$ cat config.mk
export PLATFORM = sky130hd
export DESIGN_NAME = aes_add_round_key_stage_flat
export DESIGN_NICKNAME = d
export VERILOG_FILES = /design/src/rtl/aes_pkg.sv /design/src/rtl/aes_add_round_key_stage_if.sv /design/src/rtl/aes_key_step.sv /design/src/rtl/aes_add_round_key_stage.sv /design/src/flat_wrapper.sv
export SDC_FILE = /design/constraint.sdc
export NUM_CORES = 2
export LEC_CHECK = 0
export CORE_ASPECT_RATIO = 0.9
export CORE_UTILIZATION = 54
export CTS_BUF_LIST = sky130_fd_sc_hd__clkbuf_8 sky130_fd_sc_hd__clkbuf_16
export DETAILED_ROUTE_END_ITERATION = 12
export PLACE_DENSITY_LB_ADDON = 0.15
export SLEW_MARGIN = 20
export SYNTH_ARGS = -nofsm -noshare
export SYNTH_HDL_FRONTEND = slang
export SYNTH_HIERARCHICAL = 1
export SYNTH_SLANG_ARGS = --single-unit
export TNS_END_PERCENT = 50
$ cat constraint.sdc
create_clock -name clk -period 5.4 [get_ports clk]
set_clock_uncertainty 0.05 [all_clocks]
set_input_delay 1.08 -clock clk [delete_from_list [all_inputs] [get_ports clk]]
set_output_delay 1.08 -clock clk [all_outputs]
set_load 0.005 [all_outputs]
$ cat src/rtl/aes_pkg.sv
// AES shared types, round-constant table and S-box lookup used by the
// datapath stages (AddRoundKey key schedule and SubBytes).
package aes_pkg;

    typedef logic [0:3][0:3][7:0] state_t;
    typedef logic [31:0]          word_t;

    localparam int AES128_NR = 10;

    // Entry 0 is never used; rounds 1..10 index directly.
    localparam logic [0:10][7:0] RCON = {
        8'h00, 8'h01, 8'h02, 8'h04, 8'h08, 8'h10,
        8'h20, 8'h40, 8'h80, 8'h1b, 8'h36
    };

    localparam logic [0:255][7:0] SBOX = {
        128'h637c777bf26b6fc53001672bfed7ab76,
        128'hca82c97dfa5947f0add4a2af9ca472c0,
        128'hb7fd9326363ff7cc34a5e5f171d83115,
        128'h04c723c31896059a071280e2eb27b275,
        128'h09832c1a1b6e5aa0523bd6b329e32f84,
        128'h53d100ed20fcb15b6acbbe394a4c58cf,
        128'hd0efaafb434d338545f9027f503c9fa8,
        128'h51a3408f929d38f5bcb6da2110fff3d2,
        128'hcd0c13ec5f974417c4a77e3d645d1973,
        128'h60814fdc222a908846eeb814de5e0bdb,
        128'he0323a0a4906245cc2d3ac629195e479,
        128'he7c8376d8dd54ea96c56f4ea657aae08,
        128'hba78252e1ca6b4c6e8dd741f4bbd8b8a,
        128'h703eb5664803f60e613557b986c11d9e,
        128'he1f8981169d98e949b1e87e9ce5528df,
        128'h8ca1890dbfe6426841992d0fb054bb16
    };

    function automatic logic [7:0] sbox(input logic [7:0] b);
        return SBOX[b];
    endfunction

endpackage

$ cat src/rtl/aes_add_round_key_stage_if.sv
// Handshake and data bundle for the AddRoundKey stage: key load, input and output channels.
interface aes_add_round_key_stage_if;
    import aes_pkg::*;

    logic       key_load;
    state_t     key_in;
    logic       in_valid;
    logic       in_ready;
    state_t     state_in;
    logic       out_valid;
    logic       out_ready;
    state_t     state_out;
    logic [3:0] round_out;
    logic       last_out;

    modport slave (
        input  key_load, key_in, in_valid, state_in, out_ready,
        output in_ready, out_valid, state_out, round_out, last_out
    );

    modport master (
        output key_load, key_in, in_valid, state_in, out_ready,
        input  in_ready, out_valid, state_out, round_out, last_out
    );

endinterface

$ cat src/rtl/aes_key_step.sv
// Combinational AES-128 key expansion step: next round key from the current one.
// Zero latency; no handshake, purely a function of its inputs.
module aes_key_step
    import aes_pkg::*;
(
    input  state_t     i_rk,
    input  logic [3:0] i_rnd,
    output state_t     o_rk_next
);

    word_t      w_w0, w_w1, w_w2, w_w3;
    word_t      w_n0, w_n1, w_n2, w_n3;
    word_t      w_t;
    logic [7:0] w_rcon;

    always_comb begin
        w_w0 = {i_rk[0][0], i_rk[1][0], i_rk[2][0], i_rk[3][0]};
        w_w1 = {i_rk[0][1], i_rk[1][1], i_rk[2][1], i_rk[3][1]};
        w_w2 = {i_rk[0][2], i_rk[1][2], i_rk[2][2], i_rk[3][2]};
        w_w3 = {i_rk[0][3], i_rk[1][3], i_rk[2][3], i_rk[3][3]};

        // Round 10 has no successor; the caller reloads the cipher key instead.
        w_rcon = (i_rnd < 4'd10) ? RCON[i_rnd + 4'd1] : 8'h00;

        // RotWord then SubWord, rcon folded into the leading byte.
        w_t = {sbox(w_w3[23:16]) ^ w_rcon, sbox(w_w3[15:8]),
               sbox(w_w3[7:0]), sbox(w_w3[31:24])};

        w_n0 = w_w0 ^ w_t;
        w_n1 = w_w1 ^ w_n0;
        w_n2 = w_w2 ^ w_n1;
        w_n3 = w_w3 ^ w_n2;

        for (int r = 0; r < 4; r++) begin
            o_rk_next[r][0] = w_n0[31-8*r -: 8];
            o_rk_next[r][1] = w_n1[31-8*r -: 8];
            o_rk_next[r][2] = w_n2[31-8*r -: 8];
            o_rk_next[r][3] = w_n3[31-8*r -: 8];
        end
    end

endmodule

$ cat src/rtl/aes_add_round_key_stage.sv
// Registered AddRoundKey with on-the-fly AES-128 key schedule; 1-cycle latency.
// Stalls input (in_ready low) while the output is held or during key_load.
module aes_add_round_key_stage
    import aes_pkg::*;
#(
    parameter int NR = AES128_NR
) (
    input  logic                        clk,
    input  logic                        rst_n,
    aes_add_round_key_stage_if.slave    bus
);

    localparam logic [3:0] LAST_RND = 4'(NR);

    state_t     r_key;
    state_t     r_rk;
    logic [3:0] r_rnd;
    logic       r_key_valid;
    logic       r_out_valid;
    state_t     r_state_out;
    logic [3:0] r_round_out;
    logic       r_last_out;

    logic       w_in_ready;
    logic       w_accept;
    state_t     w_rk_next;

    aes_key_step u_key_step (
        .i_rk      (r_rk),
        .i_rnd     (r_rnd),
        .o_rk_next (w_rk_next)
    );

    assign w_in_ready = r_key_valid && !bus.key_load && (!r_out_valid || bus.out_ready);
    assign w_accept   = bus.in_valid && w_in_ready;

    always_ff @(posedge clk or negedge rst_n) begin
        if (!rst_n) begin
            r_key       <= '0;
            r_rk        <= '0;
            r_rnd       <= '0;
            r_key_valid <= 1'b0;
        end else if (bus.key_load) begin
            r_key       <= bus.key_in;
            r_rk        <= bus.key_in;
            r_rnd       <= '0;
            r_key_valid <= 1'b1;
        end else if (w_accept) begin
            // After the final round the schedule restarts from the stored key.
            if (r_rnd == LAST_RND) begin
                r_rk  <= r_key;
                r_rnd <= '0;
            end else begin
                r_rk  <= w_rk_next;
                r_rnd <= r_rnd + 4'd1;
            end
        end
    end

    always_ff @(posedge clk or negedge rst_n) begin
        if (!rst_n) begin
            r_out_valid <= 1'b0;
            r_state_out <= '0;
            r_round_out <= '0;
            r_last_out  <= 1'b0;
        end else if (w_accept) begin
            r_out_valid <= 1'b1;
            r_state_out <= bus.state_in ^ r_rk;
            r_round_out <= r_rnd;
            r_last_out  <= (r_rnd == LAST_RND);
        end else if (bus.out_ready) begin
            r_out_valid <= 1'b0;
        end
    end

    assign bus.in_ready  = w_in_ready;
    assign bus.out_valid = r_out_valid;
    assign bus.state_out = r_state_out;
    assign bus.round_out = r_round_out;
    assign bus.last_out  = r_last_out;

endmodule

$ cat src/flat_wrapper.sv
// flat-port wrapper written by rule: the top's interface ports become plain ports
module aes_add_round_key_stage_flat import aes_pkg::*;
#(
    parameter int NR = AES128_NR
)
  (clk, rst_n, bus_key_load, bus_key_in, bus_in_valid, bus_state_in, bus_out_ready, bus_in_ready, bus_out_valid, bus_state_out, bus_round_out, bus_last_out);
  aes_add_round_key_stage_if bus_i ();
  input  logic clk;
  input  logic rst_n;
  input wire logic [$bits(bus_i.key_load)-1:0] bus_key_load;
  input wire logic [$bits(bus_i.key_in)-1:0] bus_key_in;
  input wire logic [$bits(bus_i.in_valid)-1:0] bus_in_valid;
  input wire logic [$bits(bus_i.state_in)-1:0] bus_state_in;
  input wire logic [$bits(bus_i.out_ready)-1:0] bus_out_ready;
  output wire logic [$bits(bus_i.in_ready)-1:0] bus_in_ready;
  output wire logic [$bits(bus_i.out_valid)-1:0] bus_out_valid;
  output wire logic [$bits(bus_i.state_out)-1:0] bus_state_out;
  output wire logic [$bits(bus_i.round_out)-1:0] bus_round_out;
  output wire logic [$bits(bus_i.last_out)-1:0] bus_last_out;
  assign bus_i.key_load = bus_key_load;
  assign bus_i.key_in = bus_key_in;
  assign bus_i.in_valid = bus_in_valid;
  assign bus_i.state_in = bus_state_in;
  assign bus_i.out_ready = bus_out_ready;
  assign bus_in_ready = bus_i.in_ready;
  assign bus_out_valid = bus_i.out_valid;
  assign bus_state_out = bus_i.state_out;
  assign bus_round_out = bus_i.round_out;
  assign bus_last_out = bus_i.last_out;
  aes_add_round_key_stage #(.NR(NR)) u_core (.clk(clk), .rst_n(rst_n), .bus(bus_i));
endmodule
; ---- Word-level counts from Yosys, hierarchy flattened
; Memories as Yosys holds them, arrays and structs flattened.
; Cells that the tools add are included.
[classes]
addsub = 1
magnitude_cmp = 6
reduce_logical = 8
n_bitwise = 11
mux = 19
eq_ne = 1
[op_table]
columns = cell, n
row1 = $mux W128, 3
row2 = $xor A128 B128 Y128, 1
row3 = $xor A32 B32 Y32, 4
row4 = $mux W8, 11
row5 = $ge A9 B9 Y1 const B, 4
row6 = $not A8 Y9, 4
row7 = $mux W4, 3
row8 = $xor A8 B8 Y8, 1
row9 = $ge A5 B5 Y1 const B, 1
row10 = $not A4 Y5, 1
row11 = $add A4 B1 Y4 const B, 1
row12 = $eq A4 B4 Y1 const B, 1
row13 = $lt A4 B4 Y1 const B, 1
row14 = $reduce_bool A2 Y1, 2
row15 = $logic_and A1 B1 Y1, 3
row16 = $logic_not A1 Y1, 2
row17 = $mux W1, 2
row18 = $logic_or A1 B1 Y1, 1
[totals]
mem_bits_ro = 8320
mem_count = 5
in_bits = 261
elab_cells = 104
ff_bits = 395
[mem_list]
columns = memory, words, width, read_ports, rd_ports_with_merged_regs, write_ports, line
row1 = (no name shown), 256, 8, 1, 0, 0, aes_pkg.sv:36  ; return SBOX[b];
row2 = (no name shown), 256, 8, 1, 0, 0, aes_pkg.sv:36
row3 = (no name shown), 256, 8, 1, 0, 0, aes_pkg.sv:36
row4 = (no name shown), 256, 8, 1, 0, 0, aes_pkg.sv:36
row5 = (no name shown), 16, 8, 1, 0, 0, aes_key_step.sv:23  ; w_rcon = (i_rnd < 4'd10) ? RCON[i_rnd + 4'd1] : 8'h00;

; ---- Depth between registers and ports, before layout
[depth]
ltp_word = 14
depth_mapped = 17
mapped_depth_nobuf = 13

; ---- Modules after synthesis
; The synthesis kept the hierarchy.
[modules_own_cells]
columns = module, cells_each, area_per_inst_um2, n_inst
row1 = aes_add_round_key_stage, 1435, 17180.2, 1
row2 = aes_key_step, 2451, 16123.0, 1

; ---- Least setup slack after synthesis
; OpenSTA, ideal clock, no wires.
[synth_path]
path_type = register -> register
from = register u_core/r_rk[1] in the netlist's numbering
to = register u_core/r_rk[38] in the netlist's numbering
t_arrival_ns = 3.525
setup_time_ns = 0.133
path_slack_ns = 1.692
stages_incl_launch_ff = 16
path_buffers = 3
period_less_slack_ns = 3.708
path_cell_list = dfrtp_1 > clkbuf_1 > inv_1 > ha_1 > clkbuf_1 > or2_2 > clkbuf_1 > a31oi_1 > a21oi_1 > o221a_2 > nor4_1 > a31oi_1 > xnor2_2 > xnor3_1 > mux2i_1 > o21ai_0
[synth_lines]
columns = item, line
row1 = "start, declared", aes_add_round_key_stage.sv:16  ; state_t r_rk;
row2 = "start signal, assigned", aes_add_round_key_stage.sv:45  ; r_rk <= bus.key_in;
row3 = "start signal, assigned", aes_add_round_key_stage.sv:51  ; r_rk <= r_key;
row4 = "start signal, assigned", aes_add_round_key_stage.sv:54  ; r_rk <= w_rk_next;

==> insert_results.sql <==
INSERT INTO impl_metrics (metric_group, metric, value, unit) VALUES
('run_status', 'status', 'finished clean', ''),
('global_route', 'vias_in_the_first_global_route', '31426', ''),
('sta', 'rsz0062_at_grt', 'false', ''),
('routing', 'detail_route.wl_per_cell', '27.3', 'um'),
('worst_setup_path', 'slowest_stage', 'sky130_fd_sc_hd__ha_1', ''),
('yosys', 'synth_async_sr_flop_share', '1.00', ''),
('yosys', 'synth.most_common_cell', 'sky130_fd_sc_hd__o21ai_0', ''),
('place', 'portBuffers', '395', ''),
('yosys', 'synth_seq_area_share', '0.297', ''),
('sta', 'max-slew-margin-rel', '0.302', ''),
('worst_setup_path', 'cpPeakStageDelay', '0.68', 'ns'),
('cts', 'numCtsBuffers', '43', ''),
('routing', 'detail_route.first_pass.iterations', '10', ''),
('worst_setup_path', 'r2r-start', 'u_core/r_rk[65]', ''),
('pwr', 'p_per_area', '795', 'nW/um2'),
('yosys', 'top_cells_by_area_in_the_synthesized_netlist', 'sky130_fd_sc_hd__dfrtp_1 30%, sky130_fd_sc_hd__o21ai_0 6.4%, sky130_fd_sc_hd__xnor2_1 6.3%', ''),
('run', 'max_cap_viol_count', '0', ''),
('global_route', 'grt_util_all_layers', '0.411', ''),
('routing', 'detail-route-antenna-nets', '0', ''),
('routing', 'vias', '33853', ''),
('sta', 'achievable-frequency', '222', 'MHz'),
('yosys', 'synth_top_area_share', '0.297', ''),
('floorplan', 'core_area', '60400', 'um2'),
('sta', 'setup_violations', '0', ''),
('sta', 'final_min_period_over_clock_period', '0.835', ''),
('yosys', 'post_synth_num_cell_types', '109', ''),
('finish', 'share_of_cells_above_drive_strength_1', '0.104', ''),
('yosys', 'synth_top_flop_cell', 'sky130_fd_sc_hd__dfrtp_1', ''),
('sta', 'report.final.slew_viol_count', '0', ''),
('cts', 'clk_pin_slew', '0.06', 'ns'),
('worst_setup_path', 'r2r.worst_path.cells', '12', ''),
('worst_setup_path', 'path_cells', 'buf_4 > ha_1 > nor2b_1 > a2111oi_0 > or4_1 > a21oi_1 > nor2_1 > a31o_2 > a221oi_4 > xor2_1 > mux2i_1 > o21ai_0', ''),
('worst_setup_path', 'worstPathArrival', '4.98', 'ns'),
('routing', 'drt_drc_violations_left', '0', ''),
('cts', 'cts_tree', 'done', ''),
('yosys', 'synth_edf_count', '0', ''),
('yosys', 'synthesis.area', '33300', 'um2'),
('yosys', 'post-synth-top-area-cell', 'sky130_fd_sc_hd__dfrtp_1', ''),
('yosys', 'synth_common_cells', '429 x sky130_fd_sc_hd__o21ai_0, 395 x sky130_fd_sc_hd__dfrtp_1, 338 x sky130_fd_sc_hd__nand2_1', ''),
('finish', 'nets', '4366', ''),
('worst_setup_path', 'worstPathMaxFanout', '32', ''),
('cts', 'worstSkewPairLatency', '0.60', 'ns'),
('cts', 'clk_root_buffer_cell', 'sky130_fd_sc_hd__clkbuf_16', ''),
('worst_setup_path', 'cp_num_buf_inv', '1', ''),
('global_route', 'grt_remaining_overflow', '0', ''),
('cts', 'clock_sink_count', '395', ''),
('floorplan', 'placement_rows', '85', ''),
('yosys', 'syn-mean-instance-area', '8.57', 'um2'),
('sta', 'worst_slew_pin_slew', '1.05', 'ns'),
('worst_setup_path', 'setup.worst_path.start_class', 'flop', ''),
('routing', 'routed_wl', '133', 'mm'),
('yosys', 'register_bit_count_reported_by_yosys', '395', ''),
('floorplan', 'die_y', '238', 'um'),
('pwr', 'leakagePower', '14.8', 'nW'),
('sta', 'setup_tns', '0', 'ns'),
('finish', 'layout-area-overhead-vs-synth', '16.5', '%'),
('cts', 'post_cts_resized', '0', ''),
('worst_setup_path', 'endpoint_kind', 'flop', ''),
('place', 'placed_area', '37400', 'um2'),
('yosys', 'post_synthesis_net_count', '4214', ''),
('global_route', 'wire_length_of_the_first_global_routing_pass', '200', 'mm'),
('pwr', 'ir_drop', '0.000447', 'V'),
('worst_setup_path', 'worst_path_dominant_cell_family', 'compound AO/OA/AOI/OAI gates', ''),
('cts', 'postCtsSetupBuffers', '0', ''),
('worst_hold_path', 'timing.hold.worst.class', 'in -> async', ''),
('worst_setup_path', 'cp_data_required_time', '5.87', 'ns'),
('routing', 'drt-initial-drc-count', '6466', ''),
('floorplan', 'floorplan.die_area', '62700', 'um2'),
('worst_setup_path', 'criticalPathCategory', 'reg -> reg', ''),
('place', 'gp_congestion', '1.12', ''),
('sta', 'layout_min_cycle_time', '4.51', 'ns');
-- cell type report --
| class | instances | area, um2 |
|---|---|---|
| inverter | 65 | 244 |
| clock buffer | 55 | 1250 |
| tap | 783 | 980 |
| clock inverter | 22 | 163 |
| multi-input combinational | 3036 | 21300 |
| timing repair buffer | 497 | 4920 |
| sequential | 395 | 9910 |
| fill | 5084 | 21600 |
| antenna | 3 | 7.51 |
-- layer usage --
layer	global-route usage	wire (um)	up-vias
li1	-	-	14573
met1	0.576	53900	16268
met2	0.581	55000	2504
met3	0.133	17600	494
met4	0.166	6220	14
met5	0	85	-
-- worst reg2reg max path: cells and delay by family, from the launching register on --
family                     cells  cell delay, ns
AOI/OAI and AO/OA              5            1.32
and+or+nand+nor                3            1.18
adders and majority gates      1            0.68
DFF                            1            0.52
buffers and inverters          1            0.43
xor gates and xnor gates       1            0.18
muxes                          1            0.08
-- how the worst max path moves through the flow --
stage | end | cells past startpoint | slack [ns] | from
CTS | u_core/r_rk[100] | 12 | 1.02 | u_core/r_rk[65]
finish | u_core/r_rk[108] | 12 | 0.89 | u_core/r_rk[65]
global route | u_core/r_rk[108] | 12 | 0.70 | u_core/r_rk[65]
detailed placement | u_core/r_rk[100] | 12 | 1.06 | u_core/r_rk[65]
floorplan | u_core/r_rk[38] | 15 | 1.69 | u_core/r_rk[1]
global placement | u_core/r_rk[100] | 12 | 1.05 | u_core/r_rk[65]
-- flip-flops by register name, indices dropped and copies added (netlist names) --
name / count
u_core/bus.round_out: 4
u_core/bus.state_out: 128
u_core/r_key_valid: 1
u_core/r_rnd: 4
u_core/bus.out_valid: 1
u_core/r_rk: 128
u_core/r_key: 128
u_core/bus.last_out: 1
-- metrics by stage --
step           hold slack, ns  worst slack (ns)  instances  total power, mW   util
2_1_floorplan           0.420              1.69       3886             19.9      -
3_3_place_gp            0.409              1.05       4776             26.8  0.619
3_5_place_dp            0.416              1.06       4776             26.7  0.619
4_1_cts                 0.431              1.02       4853             29.8  0.642
5_1_grt                 0.442             0.695       4856             32.3  0.643
6_report                0.415             0.892       4856             30.9  0.643
-- cell families after synthesis --
group           synth area share
simple gates               0.146
xor+xnor                  0.0979
flops                      0.297
buf+inv                   0.0630
mux                        0.108
fa+ha+maj                 0.0252
compound gates             0.263
-- power by group --
group          leakage (nW)  switching, mW  internal (mW)
combinational          9.31           13.4           8.93
clock                 0.750           1.29           1.72
sequential             4.77           1.67           3.90
-- cells in the final DEF, fill, tap and decap left out, types with 29 or more instances in the layout --
cell type                         synthesis  final
sky130_fd_sc_hd__ha_1                    67     67
sky130_fd_sc_hd__a311oi_1                29     29
sky130_fd_sc_hd__mux2i_1                149    149
sky130_fd_sc_hd__o21ai_1                 29     29
sky130_fd_sc_hd__nand3_1                 84     84
sky130_fd_sc_hd__xor2_1                  50     50
sky130_fd_sc_hd__mux2_2                 133    133
sky130_fd_sc_hd__xnor2_1                238    238
sky130_fd_sc_hd__a22oi_1                133    133
sky130_fd_sc_hd__inv_1                   56     69
sky130_fd_sc_hd__o31ai_1                 34     34
sky130_fd_sc_hd__o21ai_0                429    429
sky130_fd_sc_hd__clkdlybuf4s50_1          0    393
sky130_fd_sc_hd__a221oi_1                30     30
sky130_fd_sc_hd__nor3_1                  78     78
sky130_fd_sc_hd__dfrtp_1                395    382
sky130_fd_sc_hd__o211ai_1                50     50
sky130_fd_sc_hd__a21oi_1                207    207
sky130_fd_sc_hd__clkbuf_16                0     44
sky130_fd_sc_hd__nor2_1                 176    176
sky130_fd_sc_hd__buf_4                   30     87
sky130_fd_sc_hd__nor2b_1                 72     72
sky130_fd_sc_hd__nand2b_1                91     91
sky130_fd_sc_hd__a211oi_1                67     67
sky130_fd_sc_hd__a31oi_1                 66     65
sky130_fd_sc_hd__o311ai_0                34     34
sky130_fd_sc_hd__nand2_1                338    338
Note: power is estimated with default switching activity, not from simulation.
